==> config.mk <==
export PLATFORM = sky130hd
export DESIGN_NAME = motor_step_ramp_flat
export DESIGN_NICKNAME = d
export VERILOG_FILES = /design/src/rtl/motor_step_ramp_if.sv /design/src/rtl/motor_step_ramp.sv /design/src/flat_wrapper.sv
export SDC_FILE = /design/constraint.sdc
export NUM_CORES = 1
export LEC_CHECK = 0
export CAP_MARGIN = 25
export CORE_MARGIN = 2
export CORE_UTILIZATION = 41
export CTS_CLUSTER_DIAMETER = 150
export DETAILED_ROUTE_END_ITERATION = 16
export PLACE_DENSITY_LB_ADDON = 0.12
export SYNTH_ARGS = -nofsm -noshare
export SYNTH_HDL_FRONTEND = slang
export SYNTH_SLANG_ARGS = --single-unit
==> constraint.sdc <==
create_clock -name CLK -period 7.1 [get_ports CLK]
set_input_delay 1.42 -clock CLK [delete_from_list [all_inputs] [get_ports CLK]]
set_output_delay 1.42 -clock CLK [all_outputs]
set_load 0.02 [all_outputs]
==> src/rtl/motor_step_ramp_if.sv <==
// ---------------------------------------------------------------------------
// motor_step_ramp_if
//   Move-command handshake between the command sequencer (master) and the
//   step/dir ramp generator (slave).
//
//   cmd_valid      master -> slave  command present
//   cmd_ready      slave  -> master generator idle, can accept a command
//   cmd_steps      master -> slave  number of steps to issue
//   cmd_dir        master -> slave  direction (1 = position increments)
//   cmd_div        master -> slave  cruise (minimum) step period, CLK cycles
//   cmd_start_div  master -> slave  initial/final step period, CLK cycles
//   cmd_accel      master -> slave  period change per step, 0 = no ramp
// ---------------------------------------------------------------------------
interface motor_step_ramp_if #(
  parameter int DIV_W   = 16,
  parameter int STEPS_W = 16
) ();

  logic               cmd_valid;
  logic               cmd_ready;
  logic [STEPS_W-1:0] cmd_steps;
  logic               cmd_dir;
  logic [DIV_W-1:0]   cmd_div;
  logic [DIV_W-1:0]   cmd_start_div;
  logic [DIV_W-1:0]   cmd_accel;

  modport master (
    output cmd_valid,
    output cmd_steps,
    output cmd_dir,
    output cmd_div,
    output cmd_start_div,
    output cmd_accel,
    input  cmd_ready
  );

  modport slave (
    input  cmd_valid,
    input  cmd_steps,
    input  cmd_dir,
    input  cmd_div,
    input  cmd_start_div,
    input  cmd_accel,
    output cmd_ready
  );

endinterface

==> src/rtl/motor_step_ramp.sv <==
// ---------------------------------------------------------------------------
// motor_step_ramp
//   Single-axis step/dir generator with a linear period ramp
//   (accelerate / cruise / decelerate), a direction-setup delay and a
//   signed absolute position counter.
//
//   Optional feature macro: STEP_ABORT_EN
//     defined   : abort_i requests a controlled stop (ramp down, then done)
//     undefined : abort_i is ignored
//
// Ports
//   CLK         system clock
//   reset       synchronous, active-high reset
//   cmd         move-command handshake (motor_step_ramp_if.slave)
//   pos_clr_i   clear position counter (wins over a coincident step)
//   abort_i     controlled stop request
//   dir_o       driver direction
//   step_o      driver step pulse
//   busy_o      high in DIR_SETUP and RUN
//   done_o      one-cycle pulse at move completion
//   position_o  signed absolute position, two's-complement wrap
//
// State     | meaning
// ----------+----------------------------------------------------------
// IDLE      | waiting for a command, cmd_ready high
// DIR_SETUP | direction just changed, holding off the first step
// RUN       | emitting steps along the period ramp
// ---------------------------------------------------------------------------
module motor_step_ramp #(
  parameter int DIV_W         = 16,
  parameter int STEPS_W       = 16,
  parameter int POS_W         = 24,
  parameter int DIR_SETUP_CYC = 255
) (
  input  logic                    CLK,
  input  logic                    reset,
  motor_step_ramp_if.slave        cmd,
  input  logic                    pos_clr_i,
  input  logic                    abort_i,
  output logic                    dir_o,
  output logic                    step_o,
  output logic                    busy_o,
  output logic                    done_o,
  output logic signed [POS_W-1:0] position_o
);

  // The setup counter is loaded with DIR_SETUP_CYC-1 and RUN is entered on
  // the edge that sees zero, so the first step rises DIR_SETUP_CYC+1 cycles
  // after the accepting edge.
  localparam int DLY_W = (DIR_SETUP_CYC > 2) ? $clog2(DIR_SETUP_CYC) : 1;
  localparam logic [DLY_W-1:0] DLY_LOAD =
    DLY_W'((DIR_SETUP_CYC > 0) ? DIR_SETUP_CYC - 1 : 0);
  localparam logic [DIV_W-1:0] DIV_MIN = DIV_W'(2);

  typedef enum logic [1:0] {
    ST_IDLE      = 2'd0,
    ST_DIR_SETUP = 2'd1,
    ST_RUN       = 2'd2
  } state_e;

  state_e state_q, state_d;

  logic [DIV_W-1:0]   div_q;
  logic [DIV_W-1:0]   start_div_q;
  logic [DIV_W-1:0]   accel_q;
  logic [DIV_W-1:0]   cur_div_q;
  logic [DIV_W-1:0]   cnt_q;
  logic [DIV_W-1:0]   half_q;
  logic [STEPS_W-1:0] steps_left_q;
  logic [STEPS_W-1:0] ramp_cnt_q;
  logic [DLY_W-1:0]   delay_q;
  logic [POS_W-1:0]   position_q;
  logic               dir_q;
  logic               step_q;
  logic               done_q;
  logic               zero_pend_q;

  logic               accept;
  logic               accept_move;
  logic               emit;
  logic               finish;
  logic               abort_run;
  logic               abort_setup;

  logic [DIV_W-1:0]   div_cl;
  logic [DIV_W-1:0]   start_raw;
  logic [DIV_W-1:0]   start_cl;

  logic [STEPS_W-1:0] steps_dec;
  logic [STEPS_W-1:0] steps_left_d;
  logic [STEPS_W-1:0] ramp_cnt_d;
  logic [DIV_W-1:0]   cur_div_d;
  logic [DIV_W:0]     ramp_sum;
  logic [DIV_W:0]     ramp_diff;

`ifdef STEP_ABORT_EN
  assign abort_run   = abort_i && (state_q == ST_RUN);
  assign abort_setup = abort_i && (state_q == ST_DIR_SETUP);
`else
  logic unused_abort;
  assign unused_abort = abort_i;
  assign abort_run    = 1'b0;
  assign abort_setup  = 1'b0;
`endif

  assign accept      = cmd.cmd_valid && (state_q == ST_IDLE);
  assign accept_move = accept && (cmd.cmd_steps != '0);
  assign emit        = (state_q == ST_RUN) && (cnt_q == '0) && (steps_left_q != '0);
  assign finish      = (state_q == ST_RUN) && (cnt_q == '0) && (steps_left_q == '0);

  // Period clamp applied to the incoming command.
  always_comb begin
    div_cl    = (cmd.cmd_div < DIV_MIN) ? DIV_MIN : cmd.cmd_div;
    start_raw = (cmd.cmd_start_div < DIV_MIN) ? DIV_MIN : cmd.cmd_start_div;
    start_cl  = (start_raw < div_cl) ? div_cl : start_raw;
  end

  // Ramp step, evaluated against the post-decrement step count. An abort
  // arriving on an emission edge trims the remaining count before the
  // decision so the deceleration starts with this very step.
  always_comb begin
    steps_dec    = steps_left_q - STEPS_W'(1);
    steps_left_d = (abort_run && (steps_dec > ramp_cnt_q)) ? ramp_cnt_q : steps_dec;
    ramp_sum     = {1'b0, cur_div_q} + {1'b0, accel_q};
    ramp_diff    = {1'b0, cur_div_q} - {1'b0, accel_q};
    cur_div_d    = cur_div_q;
    ramp_cnt_d   = ramp_cnt_q;
    if (steps_left_d <= ramp_cnt_q) begin
      cur_div_d  = (ramp_sum > {1'b0, start_div_q}) ? start_div_q : ramp_sum[DIV_W-1:0];
      ramp_cnt_d = (ramp_cnt_q != '0) ? ramp_cnt_q - STEPS_W'(1) : '0;
    end else if (cur_div_q > div_q) begin
      // Top bit set means the subtraction borrowed.
      cur_div_d  = (ramp_diff[DIV_W] || (ramp_diff[DIV_W-1:0] < div_q)) ?
                   div_q : ramp_diff[DIV_W-1:0];
      ramp_cnt_d = ramp_cnt_q + STEPS_W'(1);
    end
  end

  // FSM state register
  always_ff @(posedge CLK) begin
    if (reset) begin
      state_q <= ST_IDLE;
    end else begin
      state_q <= state_d;
    end
  end

  // FSM next-state logic
  always_comb begin
    state_d = state_q;
    case (state_q)
      ST_IDLE: begin
        if (accept_move) begin
          if ((cmd.cmd_dir != dir_q) && (DIR_SETUP_CYC != 0)) begin
            state_d = ST_DIR_SETUP;
          end else begin
            state_d = ST_RUN;
          end
        end
      end
      ST_DIR_SETUP: begin
        if (abort_setup) begin
          state_d = ST_IDLE;
        end else if (delay_q == '0) begin
          state_d = ST_RUN;
        end
      end
      ST_RUN: begin
        if (finish) begin
          state_d = ST_IDLE;
        end
      end
      default: state_d = ST_IDLE;
    endcase
  end

  // FSM outputs
  always_comb begin
    cmd.cmd_ready = (state_q == ST_IDLE);
    busy_o        = (state_q != ST_IDLE);
  end

  // Datapath: command latch, step timer, ramp and position.
  always_ff @(posedge CLK) begin
    if (reset) begin
      div_q        <= '0;
      start_div_q  <= '0;
      accel_q      <= '0;
      cur_div_q    <= '0;
      cnt_q        <= '0;
      half_q       <= '0;
      steps_left_q <= '0;
      ramp_cnt_q   <= '0;
      delay_q      <= '0;
      position_q   <= '0;
      dir_q        <= 1'b0;
      step_q       <= 1'b0;
      done_q       <= 1'b0;
      zero_pend_q  <= 1'b0;
    end else begin
      // A zero-step command completes one edge after it is accepted.
      zero_pend_q <= accept && (cmd.cmd_steps == '0);
      done_q      <= zero_pend_q || finish || abort_setup;

      if (accept_move) begin
        div_q        <= div_cl;
        start_div_q  <= start_cl;
        accel_q      <= cmd.cmd_accel;
        cur_div_q    <= (cmd.cmd_accel == '0) ? div_cl : start_cl;
        ramp_cnt_q   <= '0;
        cnt_q        <= '0;
        steps_left_q <= cmd.cmd_steps;
        delay_q      <= DLY_LOAD;
        dir_q        <= cmd.cmd_dir;
      end

      if (state_q == ST_DIR_SETUP) begin
        delay_q <= delay_q - DLY_W'(1);
        step_q  <= 1'b0;
      end

      if (emit) begin
        step_q       <= 1'b1;
        cnt_q        <= cur_div_q - DIV_W'(1);
        half_q       <= cur_div_q >> 1;
        steps_left_q <= steps_left_d;
        cur_div_q    <= cur_div_d;
        ramp_cnt_q   <= ramp_cnt_d;
      end else if (state_q == ST_RUN) begin
        if (cnt_q != '0) begin
          cnt_q <= cnt_q - DIV_W'(1);
          if (cnt_q == half_q) begin
            step_q <= 1'b0;
          end
        end else begin
          step_q <= 1'b0;
        end
        if (abort_run && (steps_left_q > ramp_cnt_q)) begin
          steps_left_q <= ramp_cnt_q;
        end
      end

      if (pos_clr_i) begin
        position_q <= '0;
      end else if (emit) begin
        position_q <= dir_q ? position_q + POS_W'(1) : position_q - POS_W'(1);
      end
    end
  end

  assign dir_o      = dir_q;
  assign step_o     = step_q;
  assign done_o     = done_q;
  assign position_o = $signed(position_q);

endmodule

==> src/flat_wrapper.sv <==
// flat-port wrapper written by rule: the top's interface ports become plain ports
module motor_step_ramp_flat 
#(
  parameter int DIV_W         = 16,
  parameter int STEPS_W       = 16,
  parameter int POS_W         = 24,
  parameter int DIR_SETUP_CYC = 255
)
  (CLK, reset, pos_clr_i, abort_i, dir_o, step_o, busy_o, done_o, position_o, cmd_cmd_valid, cmd_cmd_steps, cmd_cmd_dir, cmd_cmd_div, cmd_cmd_start_div, cmd_cmd_accel, cmd_cmd_ready);
  motor_step_ramp_if #(.DIV_W(DIV_W), .STEPS_W(STEPS_W)) cmd_i ();
  input  logic CLK;
  input  logic reset;
  input  logic pos_clr_i;
  input  logic abort_i;
  output logic dir_o;
  output logic step_o;
  output logic busy_o;
  output logic done_o;
  output logic signed [POS_W-1:0] position_o;
  input wire logic [$bits(cmd_i.cmd_valid)-1:0] cmd_cmd_valid;
  input wire logic [$bits(cmd_i.cmd_steps)-1:0] cmd_cmd_steps;
  input wire logic [$bits(cmd_i.cmd_dir)-1:0] cmd_cmd_dir;
  input wire logic [$bits(cmd_i.cmd_div)-1:0] cmd_cmd_div;
  input wire logic [$bits(cmd_i.cmd_start_div)-1:0] cmd_cmd_start_div;
  input wire logic [$bits(cmd_i.cmd_accel)-1:0] cmd_cmd_accel;
  output wire logic [$bits(cmd_i.cmd_ready)-1:0] cmd_cmd_ready;
  assign cmd_i.cmd_valid = cmd_cmd_valid;
  assign cmd_i.cmd_steps = cmd_cmd_steps;
  assign cmd_i.cmd_dir = cmd_cmd_dir;
  assign cmd_i.cmd_div = cmd_cmd_div;
  assign cmd_i.cmd_start_div = cmd_cmd_start_div;
  assign cmd_i.cmd_accel = cmd_cmd_accel;
  assign cmd_cmd_ready = cmd_i.cmd_ready;
  motor_step_ramp #(.DIV_W(DIV_W), .STEPS_W(STEPS_W), .POS_W(POS_W), .DIR_SETUP_CYC(DIR_SETUP_CYC)) u_core (.CLK(CLK), .reset(reset), .cmd(cmd_i), .pos_clr_i(pos_clr_i), .abort_i(abort_i), .dir_o(dir_o), .step_o(step_o), .busy_o(busy_o), .done_o(done_o), .position_o(position_o));
endmodule
==> metrics.cfg, run 1 <==
[logic_synthesis]
synthCells=1781
synth_area_um2=13400
syn_nets=1994
ys_top_cells_by_area=dfxtp_1, ha_1, a21oi_1
ys_warn_count=0
synth_seq_area_share_pct=24.7
post_synth_num_cell_types=82
syn_avg_cell_area_um2=7.52
synth-seq-cells=165
synth_flop_cell=dfxtp_1
async_flop_share_pct=0
yosys.area.top_type_share_pct=24.7
synth-edff-count=0
yosysTopAreaCell=dfxtp_1

[route]
drt_iter0_drc=738
ant_nets=0
routedWlPerCell_um=18.1
firstDrtPassIters=5
via_count=13000
drc=0
totalWireLength_um=40700
viasPerCell=5.76

[clock_network]
clk_path_buf_depth=2
cts_hold_buf=0
cts_max_level=4
cts-root-buf=clkbuf_16
clk_latency_ns=0.45
cts_tree=built
postCtsResizedCells=0
clkSinkCount=165
path_clk_slew_ns=0.07
post-cts-setup-buffer-count=0
cts_buffers=17

[timing]
finalHoldViolCount=0
worst_hold_slack_ns=0.451
fin_setup_tns_ns=0
drv_slew=0
fin_worst_skew_ns=0.0138
max_freq_mhz=179
rsz0062_at_grt=no
fin_crit_ns=5.58
setup_viol=0
timing.final.ws_setup_ns=1.52
max-slew-margin-rel_pct=34.8
fin_crit_sh_pct=78.6
max_slew.worst_pin.slew_ns=0.977

[finish]
multi_input_area_um2=9230
fillers=3346
layout_commonest_cell=nand2_1
nNetsFinal=2013
regArea_um2=3300
antenna_cells=0
area_delta_synth_final_pct=13.5
drive_above_1_share_pct=4.47
final_cell_mix=nand2_1, dfxtp_1, a21oi_1

[power]
p_sw_mw=4.52
switching_share_pct=52.4
pwr-share-clk_pct=11.7
p_leak_nw=5.99
internal_power_mw=4.11
peakVddDrop_mv=0.389
comb_power_share_pct=70.2
power_density_nw_per_um2=567
p_seq_share_pct=18.1

[floorplanning]
die_h_um=185
core-area_um2=32400
die_area_um2=34100
initial_core_util_pct=41.4
placementRows=66
die_w_um=185
io_pins=99

[placement]
gp_congestion=0.875
place.port_buffers=97
dp_slack_ns=1.61
dpl.hpwl_um=30600

[setup_path]
critPathBufInv=2
cp_slowest_cell=dfxtp_1
crit_type=register to register
reg2reg_depth=18
crit_arrival_ns=5.97
worstPathRequired_ns=7.49
crit_path_end_kind=register
cp_cell_sequence=inv_1 -> fa_1 -> or2_2 -> a221oi_1 -> o21ai_0 -> a21oi_1 -> nor4_1 -> a211oi_1 -> ha_1 -> a21o_1 -> a21oi_1 -> o21ai_0 -> o31ai_1 -> o211ai_1 -> buf_4 -> mux2i_1 -> a221oi_1 -> a22o_1
worstPathMaxFanout=21
reg2reg_slack_ns=1.52
cp-start-kind=register
max_stage_delay_ns=0.59
rr_endpoint=u_core.cur_div_q[11]
r2r_start=u_core.cur_div_q[1]
cpLargestDelayFamily=compound AO/OA/AOI/OAI gates

[grt]
grt_pass1_vias=12300
antenna_found_initial=0
grt_pass1_wl_um=66000
grt-ovfl-total=0
grt_usage_pct=24.4
grt_max_degree=69

[hold_path]
hold_start=u_core.zero_pend_q
hp-class=register to register
hold_depth=2
min_to=u_core.done_o

[job]
drv_cap=0

[outcome]
outcome=finished clean

==> cell usage after synthesis, types with 5 or more instances <==
master	count
nor2_1	153
a21boi_0	6
nand2_1	209
and4_1	5
or3_1	23
a311oi_1	7
buf_2	18
a21oi_1	163
nand3b_1	5
nand4_1	21
xnor2_1	47
a211oi_1	41
a41oi_1	7
a21o_1	20
o311ai_0	8
nor3_1	55
and2_1	12
a22o_1	9
nor2b_1	20
ha_1	140
nor4_1	35
nand3_1	53
dfxtp_1	165
a2111oi_0	8
or2_2	13
o21a_1	12
mux2i_1	19
and3_1	12
a31oi_1	17
nand4b_1	5
a211o_1	13
buf_1	6
inv_1	116
o21ai_0	53
o221ai_1	5
o31ai_1	18
nand2b_1	12
xor2_1	32
a221oi_1	16
clkbuf_1	81
o211ai_1	29
a222oi_1	8
a22oi_1	10
==> layer usage <==
metal  global-route usage (%)  wire (um)  vias up
li1                         -          -     6523
met1                     32.5      18800     6180
met2                     41.1      19500      239
met3                     3.38       1420       49
met4                     7.02        967        0
met5                        0          0        -
==> layout make-up <==
class                      instances  share of cell area, %
clock buffer                      20                   3.00
clock inverter                    12                   1.09
inverter                         117                   2.89
multi-input combinational       1391                   60.7
sequential                       165                   21.7
tap                              442                   3.64
timing repair buffer             108                   6.91
==> worst max path at each step <==
stage | start | to | slack [ns] | depth (start not counted)
2_1_floorplan | u_core.cur_div_q[1] | u_core.cur_div_q[3] | 2.66 | 18
3_3_place_gp | u_core.cur_div_q[1] | u_core.cur_div_q[9] | 1.64 | 18
3_5_place_dp | u_core.cur_div_q[1] | u_core.cur_div_q[9] | 1.61 | 18
4_1_cts | u_core.cur_div_q[1] | u_core.cur_div_q[9] | 1.60 | 18
5_1_grt | u_core.cur_div_q[1] | u_core.cur_div_q[3] | 1.08 | 18
6_report | u_core.cur_div_q[1] | u_core.cur_div_q[11] | 1.52 | 18
==> power by group through the flow <==
stage | combinational (mW) | clock (mW) | sequential [mW]
after floorplan | 4.56 | 0 | 1.45
final | 6.05 | 1.01 | 1.56
after detailed placement | 5.97 | 0 | 1.58
after CTS | 6.00 | 1.03 | 1.56
after global placement | 5.87 | 0 | 1.57
after global routing | 6.82 | 1.07 | 1.60
==> cells by family after synthesis <==
family          count (synthesis)  share of synthesized area, %
compound gates                493                          24.8
xor+xnor                       79                          5.17
fa+ha+maj                     143                          13.5
buf+inv                       225                          6.64
flops                         165                          24.7
mux                            22                          1.67
simple gates                  654                          23.5
==> flip-flops by register name (all words and copies together), names as in the netlist, 8 cells and up <==
name / flops
u_core.delay_q: 8
u_core.cur_div_q: 16
u_core.accel_q: 16
u_core.position_o: 24
u_core.cnt_q: 16
u_core.div_q: 16
u_core.ramp_cnt_q: 16
u_core.steps_left_q: 16
u_core.start_div_q: 16
u_core.half_q: 15
==> metrics by stage <==
stage                     power [mW]  instance area [um^2]  instances  util [%]
final                           8.63                 15200       2255      47.0
after global routing            9.49                 15200       2255      47.0
after CTS                       8.59                 15200       2255      47.0
after detailed placement        7.54                 14600       2223      45.0
after global placement          7.44                 14600       2223      45.0
after floorplan                 6.01                 13400       1781         -
==> worst register-to-register path, delay by kind of cell, from the launching register on <==
| kind | cells | cell delay, ns |
|---|---|---|
| fa+ha+maj | 2 | 0.86 |
| simple gates | 2 | 0.41 |
| buf+inv | 2 | 0.41 |
| mux | 1 | 0.15 |
| compound gates | 11 | 3.10 |
| flops | 1 | 0.59 |
Power figures use the tool's default switching activity.
==> inputs of run 2 (changes only) <==
==> constraint.sdc (replaced) <==
create_clock -name CLK -period 5.16 [get_ports CLK]
set_input_delay 1.032 -clock CLK [delete_from_list [all_inputs] [get_ports CLK]]
set_output_delay 1.032 -clock CLK [all_outputs]
set_load 0.02 [all_outputs]
==> run 2 against run 1 <==
Sequential share of layout area shrank 0.23 points. Clock-buffer cell count fell by 2. Clock power rose by 26%. Sequential power is 29% higher. Combinational power up 44%. Worst setup slack worse by 1.1 ns. Via count increased by 0.70%. Maximum frequency grew 17%. Core utilization is 0.49 points higher. First-iteration DRC count up 9.8%. Power rose by 40%. Wire length is 1.4% higher. Largest cell class unchanged.
==> metrics.cfg, run 2 (synthesized netlist as in run 1, its figures left out) <==
[placement]
place.port_buffers=97  ; unchanged
dpl.hpwl_um=31300  ; +2.4%
placed_area_um2=14800  ; +1.3%
gp_congestion=0.890  ; +1.8%

[route]
viasPerCell=5.75  ; -0.27%
via_count=13100  ; +0.70%
drt_iter0_drc=810  ; +9.8%
totalWireLength_um=41300  ; +1.4%
firstDrtPassIters=5  ; unchanged
ant_nets=0  ; unchanged
routedWlPerCell_um=18.1  ; +0.39%
drc=0  ; unchanged

[timing]
max-slew-margin-rel_pct=35.2  ; +0.43 points
drv_slew=0  ; unchanged
rsz0062_at_grt=no
fin_crit_ns=4.77  ; -0.813 ns
fin_crit_sh_pct=92.3  ; +14 points
max_freq_mhz=210  ; +17%
fin_worst_skew_ns=0.0121  ; -0.00170 ns
fin_setup_tns_ns=0  ; unchanged
max_slew.worst_pin.slew_ns=0.971  ; -0.00652 ns
setup_viol=0  ; unchanged
finalHoldViolCount=0  ; unchanged

[floorplanning]
core-area_um2=32400  ; unchanged
die_area_um2=34100  ; unchanged
die_w_um=185  ; unchanged
placementRows=66  ; unchanged
io_pins=99  ; unchanged
initial_core_util_pct=41.4  ; unchanged
die_h_um=185  ; unchanged

[setup_path]
crit_type=register to register
cpMostUsedCell=or3_1
crit_arrival_ns=5.10  ; -0.87 ns
worstPathRequired_ns=5.49  ; -2.00 ns
crit_path_end_kind=register
cp-start-kind=register
cp_slowest_cell=or3_1
worstPathMaxFanout=15  ; -29%
max_stage_delay_ns=0.45  ; -0.14 ns
cp_cell_sequence=nor3_1 -> nand4b_1 -> or3_1 -> or3_1 -> xnor2_1 -> ha_1 -> and4_1 -> nand4_1 -> a211o_1 -> a31oi_2 -> nand4_2 -> nand3_4 -> a311oi_1 -> a32o_1

[clock_network]
cts_max_level=4  ; unchanged
clk_latency_ns=0.46  ; about the same
clkSinkCount=165  ; unchanged
clk_path_buf_depth=2  ; unchanged
cts-root-buf=clkbuf_16
cts_tree=built
cts_buffers=17  ; unchanged
path_clk_slew_ns=0.07  ; about the same

[job]
drv_cap=0  ; unchanged

[grt]
grt_usage_pct=24.6  ; +0.17 points
grt-ovfl-total=0  ; unchanged
grt_pass1_vias=12300  ; +0.33%
grt_max_degree=74  ; +7.2%
grt_pass1_wl_um=65700  ; -0.43%
antenna_found_initial=0  ; unchanged

[outcome]
outcome=finished clean

[hold_path]
hp-class=register to register

[finish]
antenna_cells=0  ; unchanged
drive_above_1_share_pct=5.89  ; +1.4 points
largest_register_ffs=24  ; unchanged
area_delta_synth_final_pct=14.7
fillers=3291  ; -1.6%
nNetsFinal=2037  ; +1.2%
final_cell_mix=nand2_1, dfxtp_1, a21oi_1
layout_commonest_cell=nand2_1
post-route-cell-area_um2=15400  ; +1.1%

[power]
power_density_nw_per_um2=783  ; +38%
peakVddDrop_mv=0.468  ; +20%
p_leak_nw=6.09  ; +1.7%

[run 2: cell types whose count changed in the layout (fill, tap and decap cells not counted), sizes merged]
cell / previous run / this run
clkbuf: 20 / 18
buf: 12 / 36
clkinv: 2 / 4
bufinv: 3 / 1
[run 2: routing by layer]
layer | GRT usage [%] | part of all wire [%] | vias up
met1 | 31.9 | 45 | 6134
met4 | 9.27 | 3.3 | 0
met5 | 0 | 0 | -
met2 | 41.2 | 47 | 315
li1 | - | - | 6565
met3 | 3.48 | 4.5 | 68
[run 2: worst paths after layout]
kind	start	to	slack, ns	cells past startpoint
setup / recovery	u_core.steps_left_q[2]	u_core.cur_div_q[1]	0.39	14
hold / removal	u_core.zero_pend_q	u_core.done_o	0.44	2
setup reg to reg	u_core.steps_left_q[2]	u_core.cur_div_q[1]	0.39	14
hold reg to reg	u_core.zero_pend_q	u_core.done_o	0.44	2
[run 2: cell type report]
class	instances	area [um^2]	share of cell area, %
Clock buffer	18	439	2.86
Clock inverter	12	121	0.790
Inverter	117	439	2.86
Multi-Input combinational cell	1391	9260	60.3
Sequential cell	165	3300	21.5
Tap cell	442	553	3.60
Timing Repair Buffer	132	1240	8.10
[run 2: timing repair]
action	4_1_cts	5_1_grt
endpoints found under the hold margin	0	0
endpoints found under the setup margin	0	12
resized for setup	0	6
hold buffers	0	0
buffers inserted	0	0
[run 2: stage by stage]
step | setup WS [ns] | hold slack [ns] | total power [mW] | util [%] | instances
global placement | 0.281 | 0.429 | 10.5 | 45.6 | 2247
detailed placement | 0.279 | 0.431 | 10.6 | 45.6 | 2247
CTS | 0.254 | 0.448 | 11.9 | 47.4 | 2277
floorplan | 0.717 | 0.416 | 8.27 | - | 1781
finish | 0.395 | 0.444 | 12.0 | 47.5 | 2277
global route | 0.0168 | 0.476 | 13.2 | 47.5 | 2277
[run 2: power by group]
part           internal (mW)  leakage [nW]  total [mW]  switching [mW]
Clock                  0.679         0.262        1.27           0.595
Combinational           3.43          4.48        8.74            5.32
Sequential              1.61          1.35        2.02           0.404
[run 2: worst max-delay path, delay by kind of cell, from the launching register on]
kind / cells / cell delay (ns)
AND/OR/NAND/NOR: 8 / 2.68
XOR/XNOR: 1 / 0.17
flip-flops: 1 / 0.38
AO/OA/AOI/OAI: 4 / 1.11
adder cells (fa/ha/maj): 1 / 0.32
